**src/rtl/seq_detect_ctrl.sv**
```systemverilog
// Sequencing controller for a serial sequence detector: loads a word, clears the
// detector, shifts the word out MSB first and returns the number of z hits.
module seq_detect_ctrl #(
    parameter int unsigned WIDTH = 8,
    parameter int unsigned CNT_W = 4,
    parameter int unsigned ZLAT  = 0
) (
    input  logic             clk,
    input  logic             rst,
    input  logic             in_valid,
    output logic             in_ready,
    input  logic [WIDTH-1:0] in_data,
    output logic             x_out,
    output logic             det_clr,
    input  logic             z_in,
    output logic             out_valid,
    input  logic             out_ready,
    output logic [CNT_W-1:0] out_count,
    output logic             busy
);
    localparam logic [2:0] S_IDLE  = 3'd0;
    localparam logic [2:0] S_LOAD  = 3'd1;
    localparam logic [2:0] S_SHIFT = 3'd2;
    localparam logic [2:0] S_DRAIN = 3'd3;
    localparam logic [2:0] S_DONE  = 3'd4;

    localparam int unsigned BCW = $clog2(WIDTH + 1);
    localparam logic [BCW-1:0] LAST_BIT = BCW'(WIDTH - 1);
    localparam logic [CNT_W-1:0] CNT_MAX = '1;

    logic [2:0]       state_q, state_d;
    logic [WIDTH-1:0] sh_q, sh_d;
    logic [BCW-1:0]   bit_q, bit_d;
    logic [CNT_W-1:0] count_q, count_d;
    logic             x_out_q, x_out_d;
    logic             det_clr_q, det_clr_d;
    logic             out_valid_q, out_valid_d;
    logic [CNT_W-1:0] out_count_q, out_count_d;
    logic             z_take;

    always_comb begin
        state_d     = state_q;
        sh_d        = sh_q;
        bit_d       = bit_q;
        count_d     = count_q;
        x_out_d     = 1'b0;
        det_clr_d   = 1'b0;
        out_valid_d = out_valid_q;
        out_count_d = out_count_q;
        z_take      = 1'b0;

        case (state_q)
            S_IDLE: begin
                if (in_valid) begin
                    sh_d      = in_data;
                    count_d   = '0;
                    bit_d     = '0;
                    det_clr_d = 1'b1;
                    state_d   = S_LOAD;
                end
            end
            S_LOAD: begin
                x_out_d = sh_q[WIDTH-1];
                sh_d    = sh_q << 1;
                state_d = S_SHIFT;
            end
            S_SHIFT: begin
                // A Moore detector's z during bit 0 still reflects the clear, so skip it.
                z_take = (ZLAT == 0) || (bit_q != '0);
                if (bit_q == LAST_BIT) begin
                    state_d = (ZLAT == 1) ? S_DRAIN : S_DONE;
                end else begin
                    x_out_d = sh_q[WIDTH-1];
                    sh_d    = sh_q << 1;
                    bit_d   = bit_q + BCW'(1);
                end
            end
            S_DRAIN: begin
                z_take  = 1'b1;
                state_d = S_DONE;
            end
            S_DONE: begin
                if (out_ready) begin
                    out_valid_d = 1'b0;
                    state_d     = S_IDLE;
                end
            end
            default: state_d = S_IDLE;
        endcase

        if (z_take && z_in && (count_q != CNT_MAX))
            count_d = count_q + CNT_W'(1);

        // Publish the final count (including the last sampled z) on entry to DONE.
        if ((state_d == S_DONE) && (state_q != S_DONE)) begin
            out_valid_d = 1'b1;
            out_count_d = count_d;
        end
    end

    always_ff @(posedge clk or posedge rst) begin
        if (rst) begin
            state_q     <= S_IDLE;
            sh_q        <= '0;
            bit_q       <= '0;
            count_q     <= '0;
            x_out_q     <= 1'b0;
            det_clr_q   <= 1'b0;
            out_valid_q <= 1'b0;
            out_count_q <= '0;
        end else begin
            state_q     <= state_d;
            sh_q        <= sh_d;
            bit_q       <= bit_d;
            count_q     <= count_d;
            x_out_q     <= x_out_d;
            det_clr_q   <= det_clr_d;
            out_valid_q <= out_valid_d;
            out_count_q <= out_count_d;
        end
    end

    assign in_ready  = (state_q == S_IDLE);
    assign busy      = (state_q != S_IDLE);
    assign x_out     = x_out_q;
    assign det_clr   = det_clr_q;
    assign out_valid = out_valid_q;
    assign out_count = out_count_q;

endmodule

```
**config.mk**
```make
export PLATFORM = sky130hd
export DESIGN_NAME = seq_detect_ctrl
export DESIGN_NICKNAME = d
export VERILOG_FILES = /design/src/rtl/seq_detect_ctrl.sv
export SDC_FILE = /design/constraint.sdc
export NUM_CORES = 1
export LEC_CHECK = 0
export CAP_MARGIN = 10
export CORE_MARGIN = 1.5
export CORE_UTILIZATION = 55
export CTS_BUF_LIST = sky130_fd_sc_hd__clkbuf_4 sky130_fd_sc_hd__clkbuf_8 sky130_fd_sc_hd__clkbuf_16
export DETAILED_ROUTE_END_ITERATION = 16
export PLACE_DENSITY = 0.85
export SYNTH_ARGS = -nofsm -noshare
export SYNTH_HDL_FRONTEND = slang
export SYNTH_SLANG_ARGS = --single-unit
```
**constraint.sdc**
```tcl
create_clock -name clk -period 4.9 [get_ports clk]
set_input_delay 0.49 -clock clk [delete_from_list [all_inputs] [get_ports clk]]
set_output_delay 0.49 -clock clk [all_outputs]
set_load 0.005 [all_outputs]
```
# == Yosys cells after proc, flatten, opt, wreduce, memory -nomap -nowiden ==
# Index checks and enable logic that the tools add are counted.
# op_classes
n_addsub,2
n_eq_ne,10
n_mux,21
n_reduce_logical,13
# ops
cell,n
8-bit one-hot mux with 3 select lines,1
4-bit 2-to-1 mux,5
8-bit 2-to-1 mux,2
3-bit one-hot mux with 5 select lines,1
3-bit 2-to-1 mux,3
4-bit by 1-bit adder with 4-bit output (second input constant),2
4-bit one-hot mux with 2 select lines,1
1-bit 2-to-1 mux,7
3-bit by 2-bit == test with 1-bit output (second input constant),2
3-bit == test (second input constant),2
3-bit AND reduction,2
2-bit nonzero test,3
3-bit nonzero test,2
4-bit by 3-bit == test with 1-bit output (second input constant),1
2-bit != test (second input constant),2
4-bit != test (second input constant),1
3-bit by 1-bit == test with 1-bit output (second input constant),1
1-bit logical AND,3
3-bit logical NOT,1
3-bit != test (second input constant),1
1-bit one-hot mux with 2 select lines,1
2-bit AND reduction,1
2-bit OR reduction,1
# totals
regBits,26
output_inout_bits,9
wordCells,54

# == Logic depth before layout (Yosys ltp) ==
# depth
word_depth,7
ltp_mapped,7
ltp_nobuf,5

# == Least setup slack after synthesis ==
# Ideal clock, no wire load.
# synth_timing
path_type,register -> register
startpoint,reg bit_q[0]
endpoint,reg out_count_q[0] (netlist: out_count[0])
arrival_time_ns,1.738
required_time_ns,4.775
setup_slack_ns,3.037
stages_incl_launch_ff,8
period_less_slack_ns,1.863
path_cell_list,dfrtp_1 ha_1 and3b_1 buf_2 o21ai_1 or2_2 buf_2 mux2_2
# synth_via
elab_chain_cells,5
# synth_lines
element,line,rtl
from (decl),33,"logic [BCW-1:0] bit_q, bit_d;"
from (signal assigned),114,bit_q <= bit_d;
4-bit by 3-bit == test with 1-bit output,70,if (bit_q == LAST_BIT) begin
3-bit 2-to-1 mux,70,
3-bit one-hot mux with 5 select lines,52,case (state_q)
3-bit == test,95,if ((state_d == S_DONE) && (state_q != S_DONE)) begin
1-bit logical AND,95,
to (signal assigned),119,out_count_q <= out_count_d;
to (decl),38,"logic [CNT_W-1:0] out_count_q, out_count_d;"
# Every way passes these cells.
# A chain may end at the register's enable or synchronous reset.

# == Worst setup path in the final report ==
# layout_timing
startpoint,reg bit_q[0]
endpoint,reg out_count_q[2] (netlist: out_count[2])
# The elaborated chain is that of the path after synthesis.

==> results.cfg <==
[detailed_routing]
via_count = 907
firstDrtPassIters = 4
drc = 0
antenna_left = 0
drtIter0Drc = 12
wl_per_cell_um = 14.1
routed_via_density = 5.56
wirelength_um = 2310

[worst_hold_path]
hp-class = flop to flop
hold-path-cell-count = 1

[pwr]
finalPower_uw = 853
p_leak_nw = 0.669
peakVddDrop_mv = 0.284
p_per_area_nw_per_um2 = 572

[cts]
htree_levels = 1
cts.sinks = 26
tritoncts = built
cts_buffer_depth = 2
insertion_delay_ns = 0.32
post_cts_buffers = 0
cts_resized = 0
cts_buffers = 3
clk_transition_reported_paths_ns = 0.13
postCtsHoldBufs = 0
root_buffer = clkbuf_4

[worst_setup_path]
cp-end-kind = flop
slowest_stage = o21ai_1
cp.required_ns = 5.11
rr_worst_depth = 5
crit_path_max_fanout = 14
regToRegStartpoint = bit_q[0]$_DFFE_PP0P_
cp-endpoint = out_count[2]$_DFFE_PP0P_
r2r_slack_ns = 2.51
worstPathCellList = ha_1 -> and3b_1 -> o21ai_1 -> or2_2 -> mux2_2
cp-startpoint = bit_q[0]$_DFFE_PP0P_
reg2reg_to = out_count[2]$_DFFE_PP0P_
critical_path.max_stage_delay_ns = 0.66
crit_path_start_kind = flop
setup.worst_path.class = flop to flop
critPathArrivalTime_ns = 2.60

[synth]
ys_top_cells_by_count = 26 x dfrtp_1, 10 x a21oi_1, 10 x nand2_1
synth_seq_cells = 26
syn_nets = 134
seq_area_frac_synth = 0.512
synth_top_cell_area_share = 0.512
yosys.area.top_type = dfrtp_1
netlist_instances = 119
syn_area_um2 = 1270
avgSynthCellArea_um2 = 10.7
synth-edff-count = 0
yosysUniqueCellTypes = 32
yosysMostFrequentCell = dfrtp_1
yosys-top-cells-area = dfrtp_1 51%, mux2i_1 7.1%, mux2_2 6.2%
ys.flop_type = dfrtp_1
ys_warn_count = 0
ys_async_sr_fraction = 1.00

[sta]
max_freq_mhz = 418
worstMarginPinSlew_ns = 0.935
fin_setup_tns_ns = 0
relSlewSlack = 0.376
hold_viol = 0
finalCritPeriodShare = 0.488
rsz0062_at_grt = no
finalMaxSlewViolations = 0
whs_ns = 0.517
layout_min_cycle_time_ns = 2.39
clock_skew_ns = 0.00744
setup_viol = 0
final.setup.worst_slack_ns = 2.51

[placement]
dp_hpwl_um = 1710
dp_cells = 160
place_congestion = 0.752
pre_cts_ws_ns = 2.56
portBuffers = 21

[floorplan]
rows = 17
dieArea_um2 = 2610
coreArea_um2 = 2190
start_util = 0.580
fp.dieH_um = 51.1
die_w_um = 51.1
io_pins = 22

[cells_and_area]
fin_cells = 163
area_growth_pct = 17.3
nets = 152
drive_above_1_share = 0.111
insertedDiodeCount = 0

[global_routing]
antenna_found_initial = 0
grtUsageTotal = 0.204
grt_max_degree = 27
grt_pass1_wl_um = 3900
grt_pass1_vias = 895
overflow = 0

[run_status]
status = complete, no violations

[flow_run]
max_cap_violations = 0
-- worst min-delay path by stage --
stage / start / to / slack (ns)
finish: sh_q[7]$_DFFE_PP0P_ / sh_q[7]$_DFFE_PP0P_ / 0.52
global route: out_count[1]$_DFFE_PP0P_ / out_count[1]$_DFFE_PP0P_ / 0.53
CTS: sh_q[7]$_DFFE_PP0P_ / sh_q[7]$_DFFE_PP0P_ / 0.52
detailed placement: sh_q[7]$_DFFE_PP0P_ / sh_q[7]$_DFFE_PP0P_ / 0.49
global placement: sh_q[7]$_DFFE_PP0P_ / sh_q[7]$_DFFE_PP0P_ / 0.48
floorplan: sh_q[7]$_DFFE_PP0P_ / sh_q[7]$_DFFE_PP0P_ / 0.47
-- cells by family (layout without fill, tap and decap cells) --
kind of cell | count (synthesis) | count (layout) | share of synthesized area
AO/OA/AOI/OAI | 30 | 30 | 0.154
XOR/XNOR | 1 | 1 | 0.00689
adder cells (fa/ha/maj) | 2 | 2 | 0.0197
buffers and inverters | 16 | 32 | 0.0610
flip-flops | 26 | 26 | 0.512
multiplexers | 16 | 16 | 0.133
AND/OR/NAND/NOR | 28 | 28 | 0.114
-- critical path: cells and delay by family, from the launching register on --
kind / cells / cell delay [ns]
AOI/OAI and AO/OA: 1 / 0.66
and+or+nand+nor: 2 / 0.57
DFF: 1 / 0.45
muxes: 1 / 0.35
adders and majority gates: 1 / 0.25
-- stage by stage --
step	cell area, um^2	util
6_report	1490	0.681
5_1_grt	1490	0.681
4_1_cts	1490	0.681
3_5_place_dp	1470	0.670
3_3_place_gp	1470	0.670
2_1_floorplan	1270	-
-- sequential cells by signal (all words and copies together), names as in the netlist --
| register | cells |
|---|---|
| bit_q | 4 |
| count_q | 4 |
| det_clr | 1 |
| out_count | 4 |
| out_valid | 1 |
| sh_q | 8 |
| state_q | 3 |
| x_out | 1 |
-- final cells by class --
class                      instances  area, um^2
clock buffer                       3        22.5
fill                             172         699
inverter                           8        30.0
multi-input combinational         77         543
sequential                        26         651
tap                               28        35.0
timing repair buffer              21         210
-- cells in the final DEF (no fill, tap or decap), drive strengths merged --
master         synthesis  routed
dfrtp                 26      26
clkdlybuf4s50          0      21
nand2                 10      10
a21oi                 10      10
mux2i                  9       9
inv                    8       8
mux2                   7       7
o21ai                  7       7
a31oi                  6       6
nor2                   5       5
nor3                   3       3
clkbuf                 1       3
nand3                  2       2
o311ai                 2       2
o31ai                  2       2
ha                     2       2
and3b                  1       1
or2                    1       1
nor4b                  1       1
xnor2                  1       1
a22oi                  1       1
and3                   1       1
a311oi                 1       1
nor3b                  1       1
nand3b                 1       1
or4b                   1       1
a31o                   1       1
nor2b                  1       1
-- where the power goes --
part | internal [mW] | switching (mW) | leakage [nW]
Clock | 0.0288 | 0.0579 | 0.0138
Combinational | 0.204 | 0.193 | 0.328
Sequential | 0.298 | 0.0716 | 0.328
Total | 0.531 | 0.323 | 0.669
-- per-layer routing --
layer,vias up,track usage,part of all wire,wire length (um)
met3,5,0.0263,0.028,65
met4,0,0.0991,0.019,44
met1,427,0.275,0.48,1100
met2,17,0.327,0.47,1090
met5,-,0,0,0
li1,458,-,-,-
Power figures use the tool's default switching activity.
